[src/rtl/icache_refill_pkg.sv]
// Shared types and default geometry for the icache refill write engine.
//   refill_state_t : refill FSM encoding
//   RATIO          : memory beats per bank word (default geometry)
//   BEATS          : memory beats per cache line (default geometry)
//   WORD_IDX_W     : bank word index width within a line
//   BEAT_IDX_W     : beat index width within a line
//   idx_w()        : index width for n items, never below 1
package icache_refill_pkg;

  typedef enum logic [2:0] {
    IDLE  = 3'd0,
    MREQ  = 3'd1,
    RECV  = 3'd2,
    FLUSH = 3'd3,
    DONE  = 3'd4
  } refill_state_t;

  localparam int DEF_DATA_WIDTH = 64;
  localparam int DEF_MEM_WIDTH  = 32;
  localparam int DEF_LINE_WORDS = 4;

  localparam int RATIO      = DEF_DATA_WIDTH / DEF_MEM_WIDTH;
  localparam int BEATS      = DEF_LINE_WORDS * RATIO;
  localparam int WORD_IDX_W = $clog2(DEF_LINE_WORDS);
  localparam int BEAT_IDX_W = $clog2(BEATS);

  function automatic int idx_w(input int n);
    return (n > 1) ? $clog2(n) : 1;
  endfunction

endpackage

[src/rtl/icache_refill_packer.sv]
// Packs MEM_WIDTH memory beats into one DATA_WIDTH bank word, little-endian
// (beat k of a word lands at bits [k*MEM_WIDTH +: MEM_WIDTH]).
// Ports:
//   clk, rst_n     clock, synchronous active-low reset
//   clear_i        drop any partial word and restart at slot 0
//   beat_valid_i   accept beat_data_i this cycle
//   beat_data_i    memory beat
//   word_valid_o   1-cycle pulse the cycle after a word's last beat
//   word_o         completed word, held until the next completion
module icache_refill_packer
  import icache_refill_pkg::*;
#(
  parameter int DATA_WIDTH = 64,
  parameter int MEM_WIDTH  = 32
) (
  input  logic                  clk,
  input  logic                  rst_n,
  input  logic                  clear_i,
  input  logic                  beat_valid_i,
  input  logic [MEM_WIDTH-1:0]  beat_data_i,
  output logic                  word_valid_o,
  output logic [DATA_WIDTH-1:0] word_o
);

  localparam int N_RATIO = DATA_WIDTH / MEM_WIDTH;
  localparam int W_SLOT  = idx_w(N_RATIO);

  logic [W_SLOT-1:0]     slot_q, slot_d;
  logic [DATA_WIDTH-1:0] acc_q, acc_d;
  logic [DATA_WIDTH-1:0] word_q, word_d;
  logic                  wv_q, wv_d;

  // The completed word is copied out of the accumulator so the first beat of
  // the next word can land in the same cycle the previous word is written.
  always_comb begin
    slot_d = slot_q;
    acc_d  = acc_q;
    word_d = word_q;
    wv_d   = 1'b0;
    if (clear_i) begin
      slot_d = '0;
      acc_d  = '0;
    end else if (beat_valid_i) begin
      acc_d[slot_q*MEM_WIDTH +: MEM_WIDTH] = beat_data_i;
      if (slot_q == W_SLOT'(N_RATIO - 1)) begin
        slot_d = '0;
        word_d = acc_d;
        wv_d   = 1'b1;
      end else begin
        slot_d = slot_q + 1'b1;
      end
    end
  end

  always_ff @(posedge clk) begin
    if (!rst_n) begin
      slot_q <= '0;
      acc_q  <= '0;
      word_q <= '0;
      wv_q   <= 1'b0;
    end else begin
      slot_q <= slot_d;
      acc_q  <= acc_d;
      word_q <= word_d;
      wv_q   <= wv_d;
    end
  end

  assign word_valid_o = wv_q;
  assign word_o       = word_q;

endmodule

[src/rtl/icache_refill_writer.sv]
// Icache data-bank refill write engine. Takes a line refill command, issues
// one burst read, packs memory beats into bank words and writes them out.
// Optional build macro ICACHE_REFILL_BYPASS_EN adds a same-cycle beat
// forwarding port so fetch can restart before the line is complete.
// Ports:
//   clk, rst_n                    clock, synchronous active-low reset
//   refill_req_i/gnt_o            refill command handshake (granted in IDLE only)
//   refill_addr_i, refill_set_i   line byte address, bank line index
//   mem_req_o/gnt_i, mem_addr_o   burst read request
//   mem_rvalid_i/rdata_i/rerr_i   read beats (no backpressure)
//   ram_req_o/write_o/waddr_o/wdata_o/be_o   bank write port
//   byp_valid_o/data_o/idx_o      beat forwarding (ICACHE_REFILL_BYPASS_EN)
//   refill_done_o, refill_err_o   line complete pulse, sticky bus error
//
// state | meaning
// IDLE  | waiting for a refill command; sticky error cleared
// MREQ  | burst request held on the memory port until granted
// RECV  | collecting beats; completed words written the following cycle
// FLUSH | write cycle of the final word
// DONE  | refill_done_o pulse, refill_err_o reports the line's error
module icache_refill_writer
  import icache_refill_pkg::*;
#(
  parameter int DATA_WIDTH     = 64,
  parameter int ADDR_WIDTH     = 7,
  parameter int MEM_WIDTH      = 32,
  parameter int LINE_WORDS     = 4,
  parameter int MEM_ADDR_WIDTH = 32
) (
  input  logic                                      clk,
  input  logic                                      rst_n,
  input  logic                                      refill_req_i,
  output logic                                      refill_gnt_o,
  input  logic [MEM_ADDR_WIDTH-1:0]                 refill_addr_i,
  input  logic [ADDR_WIDTH-$clog2(LINE_WORDS)-1:0]  refill_set_i,
  output logic                                      mem_req_o,
  input  logic                                      mem_gnt_i,
  output logic [MEM_ADDR_WIDTH-1:0]                 mem_addr_o,
  input  logic                                      mem_rvalid_i,
  input  logic [MEM_WIDTH-1:0]                      mem_rdata_i,
  input  logic                                      mem_rerr_i,
  output logic                                      ram_req_o,
  output logic                                      ram_write_o,
  output logic [ADDR_WIDTH-1:0]                     ram_waddr_o,
  output logic [DATA_WIDTH-1:0]                     ram_wdata_o,
  output logic [DATA_WIDTH/8-1:0]                   ram_be_o,
`ifdef ICACHE_REFILL_BYPASS_EN
  output logic                                      byp_valid_o,
  output logic [MEM_WIDTH-1:0]                      byp_data_o,
  output logic [$clog2(LINE_WORDS*(DATA_WIDTH/MEM_WIDTH))-1:0] byp_idx_o,
`endif
  output logic                                      refill_done_o,
  output logic                                      refill_err_o
);

  localparam int N_RATIO = DATA_WIDTH / MEM_WIDTH;
  localparam int N_BEATS = LINE_WORDS * N_RATIO;
  localparam int W_WIDX  = $clog2(LINE_WORDS);
  localparam int W_BIDX  = $clog2(N_BEATS);
  localparam int W_SET   = ADDR_WIDTH - W_WIDX;

  refill_state_t             state_q, state_d;
  logic [MEM_ADDR_WIDTH-1:0] addr_q, addr_d;
  logic [W_SET-1:0]          set_q, set_d;
  logic [W_BIDX-1:0]         beat_q, beat_d;
  logic [W_WIDX-1:0]         word_q, word_d;
  logic                      err_q, err_d;

  logic                      beat_in;
  logic                      pk_valid;
  logic [DATA_WIDTH-1:0]     pk_word;
  logic                      wr_en;

  assign beat_in = (state_q == RECV) && mem_rvalid_i;

  icache_refill_packer #(
    .DATA_WIDTH (DATA_WIDTH),
    .MEM_WIDTH  (MEM_WIDTH)
  ) u_packer (
    .clk          (clk),
    .rst_n        (rst_n),
    .clear_i      (state_q == IDLE),
    .beat_valid_i (beat_in),
    .beat_data_i  (mem_rdata_i),
    .word_valid_o (pk_valid),
    .word_o       (pk_word)
  );

  // Once a beat has errored, the word containing it and every later word are
  // dropped; err_q is already set by the time such a word reaches the write
  // cycle because the write trails the word's last beat by one cycle.
  assign wr_en = pk_valid && !err_q;

  always_comb begin
    state_d = state_q;
    addr_d  = addr_q;
    set_d   = set_q;
    beat_d  = beat_q;
    word_d  = word_q;
    err_d   = err_q;

    refill_gnt_o  = 1'b0;
    mem_req_o     = 1'b0;
    mem_addr_o    = '0;
    refill_done_o = 1'b0;
    refill_err_o  = 1'b0;

    if (pk_valid) begin
      word_d = word_q + 1'b1;
    end

    unique case (state_q)
      IDLE: begin
        err_d = 1'b0;
        if (refill_req_i) begin
          refill_gnt_o = 1'b1;
          addr_d       = refill_addr_i;
          set_d        = refill_set_i;
          beat_d       = '0;
          word_d       = '0;
          state_d      = MREQ;
        end
      end
      MREQ: begin
        mem_req_o  = 1'b1;
        mem_addr_o = addr_q;
        if (mem_gnt_i) begin
          state_d = RECV;
        end
      end
      RECV: begin
        if (mem_rvalid_i) begin
          beat_d = beat_q + 1'b1;
          if (mem_rerr_i) begin
            err_d = 1'b1;
          end
          if (beat_q == W_BIDX'(N_BEATS - 1)) begin
            state_d = FLUSH;
          end
        end
      end
      FLUSH: begin
        state_d = DONE;
      end
      DONE: begin
        refill_done_o = 1'b1;
        refill_err_o  = err_q;
        state_d       = IDLE;
      end
      default: begin
        state_d = IDLE;
      end
    endcase
  end

  always_ff @(posedge clk) begin
    if (!rst_n) begin
      state_q <= IDLE;
      addr_q  <= '0;
      set_q   <= '0;
      beat_q  <= '0;
      word_q  <= '0;
      err_q   <= 1'b0;
    end else begin
      state_q <= state_d;
      addr_q  <= addr_d;
      set_q   <= set_d;
      beat_q  <= beat_d;
      word_q  <= word_d;
      err_q   <= err_d;
    end
  end

  assign ram_req_o   = wr_en;
  assign ram_write_o = wr_en;
  assign ram_waddr_o = wr_en ? {set_q, word_q} : '0;
  assign ram_wdata_o = wr_en ? pk_word : '0;
  assign ram_be_o    = {(DATA_WIDTH/8){wr_en}};

`ifdef ICACHE_REFILL_BYPASS_EN
  assign byp_valid_o = beat_in && !mem_rerr_i;
  assign byp_data_o  = mem_rdata_i;
  assign byp_idx_o   = beat_q;
`endif

  // Read beats are only expected while a burst is being received.
  a_rvalid_in_recv : assert property (
    @(posedge clk) disable iff (!rst_n) mem_rvalid_i |-> (state_q == RECV)
  );

endmodule

[config.mk]
export PLATFORM = sky130hd
export DESIGN_NAME = icache_refill_writer
export DESIGN_NICKNAME = d
export VERILOG_FILES = /design/src/rtl/icache_refill_pkg.sv /design/src/rtl/icache_refill_packer.sv /design/src/rtl/icache_refill_writer.sv
export SDC_FILE = /design/constraint.sdc
export NUM_CORES = 1
export LEC_CHECK = 0
export ABC_CLOCK_PERIOD_IN_PS = 3350
export CAP_MARGIN = 25
export CORE_MARGIN = 4
export CORE_UTILIZATION = 30
export CTS_CLUSTER_DIAMETER = 120
export CTS_CLUSTER_SIZE = 30
export DETAILED_ROUTE_END_ITERATION = 7
export PLACE_DENSITY = 0.6
export SLEW_MARGIN = 5
export SYNTH_ARGS = -nofsm -noshare
export SYNTH_HDL_FRONTEND = slang
export SYNTH_SLANG_ARGS = --single-unit
[constraint.sdc]
create_clock -name clk -period 3.35 [get_ports clk]
set_input_delay 0.335 -clock clk [delete_from_list [all_inputs] [get_ports clk]]
set_output_delay 0.335 -clock clk [all_outputs]
set_load 0.03 [all_outputs]
==> flow_metrics.tcl, run 1 <==
set metrics [dict create \
    peakVddDrop_mv 0.366 \
    final_layout_size_suffix_gt1_share_pct 6.31 \
    ys_types 34 \
    yosys_warnings 0 \
    gr-usage-all-layers_pct 16.3 \
    clock_latency_ns 0.42 \
    period_minus_slack_ns 2.78 \
    cts_setup_buffers 0 \
    syn_area_per_cell_um2 7.84 \
    finalCritPeriodShare_pct 83.1 \
    cts_max_level 4 \
    dieArea_mm2 0.0230 \
    hpwl_um 12000 \
    core_mm2 0.0203 \
    cp-end-kind "output port" \
    cts_tree "built" \
    p_per_area_mw_per_mm2 459 \
    clk_pin_slew_ns 0.06 \
    numPortBuffers 191 \
    drt_iter0_markers 309 \
    cp.arrival_ns 2.45 \
    wire_per_inst_um 15.5 \
    worst_ep_required_time_ns 3.01 \
    fin_skew_ns 0.0107 \
    grt_pass1_wl_um 29900 \
    placed_cells 1173 \
    vias 5926 \
    hold_class "primary input to flop" \
    synth_area_mm2 0.00620 \
    synth-seq-cells 144 \
    grt_overflow 0 \
    worstMarginPinSlew_ns 0.924 \
    achievable-frequency_ghz 0.359 \
    syn_nets 868 \
    drt-pass1-iter-count 4 \
    ios 192 \
    clk_root_buffer_cell "clkbuf_16" \
    clk_path_buf_depth 2 \
    setup_viol 0 \
    dieHeight_um 152 \
    grt_pass1_vias 5543 \
    wl_um 18700 \
    initial_core_util_pct 30.5 \
    drc 0 \
    run_status "complete, no violations" \
    fin_util_pct 43.1 \
    report.final.slew_viol_count 0 \
    final_cells 1205 \
    placed_area_mm2 0.00817 \
    final_area_mm2 0.00875 \
    fill_cells 2085 \
    criticalPathCategory "flop to output port" \
    netlist_instances 791 \
    fin_setup_tns_ns 0 \
    viasPerCell 4.92 \
    crit_path_max_fanout 32 \
    cts.sinks 144 \
    globalplace.congestion 0.767 \
    maxCapViolations 0 \
    post_cts_resized 0 \
    seq_area_frac_synth_pct 46.5 \
    syn_to_final_growth_pct 41.2 \
    n_antenna_cell 0 \
    hold_viol_final 0 \
    die-width_um 152 \
    ant_nets 0 \
    cts_hold_buf 0 \
    p_leak_nw 3.03 \
    cp-start-kind "flop" \
    nNetsFinal 999 \
    numCtsBuffers 17 \
    grt_max_degree 99 \
    slew_headroom_pct 38.4 \
    rsz0062_at_grt "no" \
    antenna_found_initial 1 \
    row_count 52 \
    whs_ns 0.427 \
]
==> final timing paths <==
path	from	end	cells past startpoint	slack (ns)
worst min register to register	set_q[2]	set_q[2]	2	0.45
worst min-delay path	rst_n	addr_q[4]	3	0.43
worst max-delay path	u_packer.word_valid_o	ram_wdata_o[54]	4	0.57
worst max register to register	state_q[1]	u_packer.word_o[4]	4	1.24
==> state kept, by name, summed over array words and instances, names as in the netlist <==
name / cells
addr_q: 32
beat_q: 3
err_q: 1
set_q: 5
state_q: 3
u_packer.acc_q: 32
u_packer.slot_q: 1
u_packer.word_o: 64
u_packer.word_valid_o: 1
word_q: 2
==> through the flow <==
step	setup WS [ns]	power (mW)
4_1_cts	0.482	4.06
3_3_place_gp	0.923	2.18
6_report	0.566	4.02
5_1_grt	0.387	4.18
2_1_floorplan	1.29	2.00
3_5_place_dp	0.911	2.18
==> area by class of cell <==
class | count | area, um^2 | share of cell area (%)
clock buffers | 18 | 429 | 4.90
well taps | 270 | 338 | 3.86
inverters | 3 | 11.3 | 0.129
multi-input cells | 548 | 2890 | 33.0
flip-flops and latches | 144 | 2880 | 32.9
repair buffers | 208 | 2050 | 23.4
clock inverters | 14 | 153 | 1.74
==> layout by cell type, fill, tap and decap left out, drive strengths merged, types with 28 or more instances in the layout <==
master and instances:
nand3 70, nand2 106, and2 73, nand4 28, a21oi 111, dfxtp 144
o21ai 97, and3 32, clkdlybuf4s50 190
==> per-layer routing <==
metal  up-vias  track usage (%)  part of all wire (%)
met5         -                0                 0.069
met4         2             4.18                   1.2
met3        18             6.63                   8.4
met2       163             25.3                    46
met1      2773             21.1                    44
li1       2970                -                     -
==> Yosys cell counts <==
| master | count | share of area (%) |
|---|---|---|
| nand4b_1 | 1 | 0.14 |
| nand3_1 | 70 | 5.7 |
| nand4bb_1 | 1 | 0.18 |
| nor2b_1 | 1 | 0.10 |
| dfxtp_1 | 144 | 46 |
| nor3b_1 | 1 | 0.12 |
| nand3b_1 | 2 | 0.24 |
| o21ai_1 | 4 | 0.32 |
| inv_2 | 3 | 0.18 |
| and2_1 | 73 | 7.4 |
| nor4bb_1 | 1 | 0.16 |
| or4b_4 | 1 | 0.22 |
| and3_1 | 32 | 3.2 |
| xor2_1 | 1 | 0.14 |
| xnor2_1 | 1 | 0.14 |
| o211ai_1 | 1 | 0.12 |
| o21ai_0 | 93 | 7.5 |
| nand4_1 | 28 | 2.8 |
| nor3_1 | 2 | 0.16 |
| nand2_1 | 106 | 6.4 |
| buf_2 | 21 | 1.7 |
| buf_4 | 12 | 1.5 |
| a31oi_1 | 2 | 0.20 |
| nor3_2 | 1 | 0.16 |
| nand2b_1 | 2 | 0.20 |
| buf_1 | 6 | 0.36 |
| o31ai_1 | 3 | 0.36 |
| clkbuf_1 | 54 | 3.3 |
| ha_1 | 2 | 0.40 |
| nor2_1 | 6 | 0.36 |
| a21oi_1 | 111 | 9.0 |
| mux2i_1 | 1 | 0.16 |
| buf_6 | 3 | 0.54 |
| a211oi_1 | 1 | 0.12 |
==> power breakdown <==
part	internal [mW]	total, mW	switching, mW
Clock	1.05	1.88	0.830
Combinational	0.154	0.364	0.210
Sequential	1.75	1.77	0.0245
==> kinds of logic (layout without fill, tap and decap cells) <==
logic type	count (synthesis)	count (layout)	synth area share, %
simple gates	328	328	27.5
xor+xnor	2	2	0.283
flops	144	144	46.5
mux	1	1	0.161
buf+inv	99	243	7.51
compound gates	215	215	17.6
fa+ha+maj	2	2	0.404
==> critical path, cell delays in order, from the launching register on <==
cell             delay, ns
dfxtp_1               0.36
nor2b_4               0.46
buf_4                 0.35
and2_1                0.17
clkdlybuf4s50_1       0.68
Note: power is estimated with default switching activity, not from simulation.
==> run 2, diff against run 1 <==
ABC_CLOCK_PERIOD_IN_PS = 2910   (was 3350)
clock period = 2.91 ns   (was 3.35 ns; I/O delays follow)
==> run 2 against run 1 <==
- cell count increased by 0.17%
- power increased by 18%
- wire length decreased by 2.4%
- register-to-register slack got worse by 0.22 ns
- largest cell class unchanged
- largest power group unchanged
- critical endpoint is now ram_wdata_o[23]
==> flow_metrics.tcl, run 2 (synthesis gave the netlist of run 1 again) <==
set metrics [dict create \
    dieArea_mm2 0.0230 \
    period_minus_slack_ns 2.56 \
    cts_tree "built" \
    wl_um 18300 \
    globalplace.congestion 0.773 \
    drt-pass1-iter-count 4 \
    hold_viol_final 0 \
    clk_pin_slew_ns 0.06 \
    maxCapViolations 0 \
    nNetsFinal 1002 \
    fin_setup_tns_ns 0 \
    mostFrequentLayoutCells "189 x clkdlybuf4s50_1, 143 x dfxtp_1, 111 x a21oi_1" \
    seqCellArea_mm2 0.00288 \
    grt_pass1_wl_um 29400 \
    multiInputGateArea_mm2 0.00289 \
    n_antenna_cell 0 \
    grt_max_degree 99 \
    post_cts_resized 0 \
    hp-start "rst_n" \
    largest_reg_flops 64 \
    initial_core_util_pct 30.5 \
    cts_hold_buf 0 \
    p_leak_nw 3.07 \
    cts_max_level 4 \
    drt_iter0_markers 376 \
    hold_class "primary input to flop" \
    fin_util_pct 43.5 \
    gr-usage-all-layers_pct 16.0 \
    viasPerCell 4.84 \
    achievable-frequency_ghz 0.391 \
    hpwl_um 12300 \
    numCtsBuffers 17 \
    p_per_area_mw_per_mm2 536 \
    numPortBuffers 191 \
    layout_commonest_cell "clkdlybuf4s50_1" \
    antenna_found_initial 0 \
    row_count 52 \
    fin_skew_ns 0.0106 \
    clock_latency_ns 0.42 \
    run_status "complete, no violations" \
    r2r_end "addr_q[3]" \
    grt_pass1_vias 5626 \
    syn_to_final_growth_pct 42.5 \
    placed_cells 1176 \
    totalPowerFinal_mw 4.73 \
    final_layout_size_suffix_gt1_share_pct 6.62 \
    cts_setup_buffers 0 \
    slew_headroom_pct 40.7 \
    whs_ns 0.181 \
    clk_path_buf_depth 2 \
    dieHeight_um 152 \
    peakVddDrop_mv 0.404 \
    grt_overflow 0 \
    clk_root_buffer_cell "clkbuf_16" \
    report.final.slew_viol_count 0 \
    worstMarginPinSlew_ns 0.890 \
    criticalPathCategory "flop to output port" \
    crit_path_max_fanout 61 \
    finalCritPeriodShare_pct 88.0 \
    hold_depth 3 \
    whs_endpoint "word_q[1]" \
    ant_nets 0 \
    core_mm2 0.0203 \
    r2r_slack_ns 1.02 \
    die-width_um 152 \
    ios 192 \
    final_cells 1207 \
    setup_viol 0 \
    ff2ff_path_depth 5 \
    vias 5837 \
    cp-end-kind "output port" \
    drc 0 \
    fill_cells 2110 \
    cts.sinks 144 \
    cp.arrival_ns 2.27 \
    r2r-start "state_q[2]" \
    rsz0062_at_grt "no" \
    cp-start-kind "flop" \
    wire_per_inst_um 15.1 \
    worst_ep_required_time_ns 2.62 \
]
run 2: cell count changes in the layout (fill, tap and decap cells not counted):
| cell | change |
|---|---|
| bufinv_16 | +2 |
| inv_8 | -1 |
| buf_4 | +2 |
| clkbuf_8 | +1 |
| clkinv_8 | -1 |
| clkinvlp_4 | -3 |
| clkinv_4 | +2 |
| inv_6 | -1 |
| buf_12 | +2 |
| clkdlybuf4s50_1 | -1 |
run 2: per-layer routing:
layer  up-vias  global-route usage [%]  part of all wire [%]
li1       2960                       -                     -
met1      2696                    20.6                    44
met2       161                    25.3                    46
met3        20                    5.98                   8.2
met4         0                    3.91                   1.3
met5         -                       0                     0
run 2: area by class of cell:
type | instances | area share [%]
Clock inverter | 12 | 1.94
Sequential cell | 144 | 32.7
Tap cell | 270 | 3.82
Clock buffer | 19 | 5.01
Timing Repair Buffer | 211 | 23.7
Multi-Input combinational cell | 548 | 32.8
Inverter | 3 | 0.127
run 2: how the worst max path moves through the flow:
stage                                from               to  cells after the start
floorplan                      state_q[1]     refill_err_o                      3
global placement    u_packer.word_valid_o  ram_wdata_o[23]                      4
detailed placement  u_packer.word_valid_o  ram_wdata_o[23]                      4
CTS                 u_packer.word_valid_o  ram_wdata_o[23]                      4
global route        u_packer.word_valid_o  ram_wdata_o[23]                      4
finish              u_packer.word_valid_o  ram_wdata_o[23]                      4
run 2: metrics by stage:
stage / setup slack [ns] / instance area (um^2)
6_report: 0.350 / 8830
5_1_grt: 0.193 / 8830
4_1_cts: 0.309 / 8830
3_5_place_dp: 0.759 / 8220
3_3_place_gp: 0.794 / 8220
2_1_floorplan: 0.892 / 6200
run 2: where the power goes:
group / total (mW) / switching (mW) / internal [mW]
sequential: 2.04 / 0.0222 / 2.01
clock: 2.27 / 0.882 / 1.39
combinational: 0.426 / 0.243 / 0.183
total: 4.73 / 1.15 / 3.59
run 2: worst max-delay path, stage by stage (launching register included):
cell	delay (ns)
dfxtp_1	0.36
nor2b_4	0.16
buf_4	0.39
and2_1	0.23
clkdlybuf4s50_1	0.69
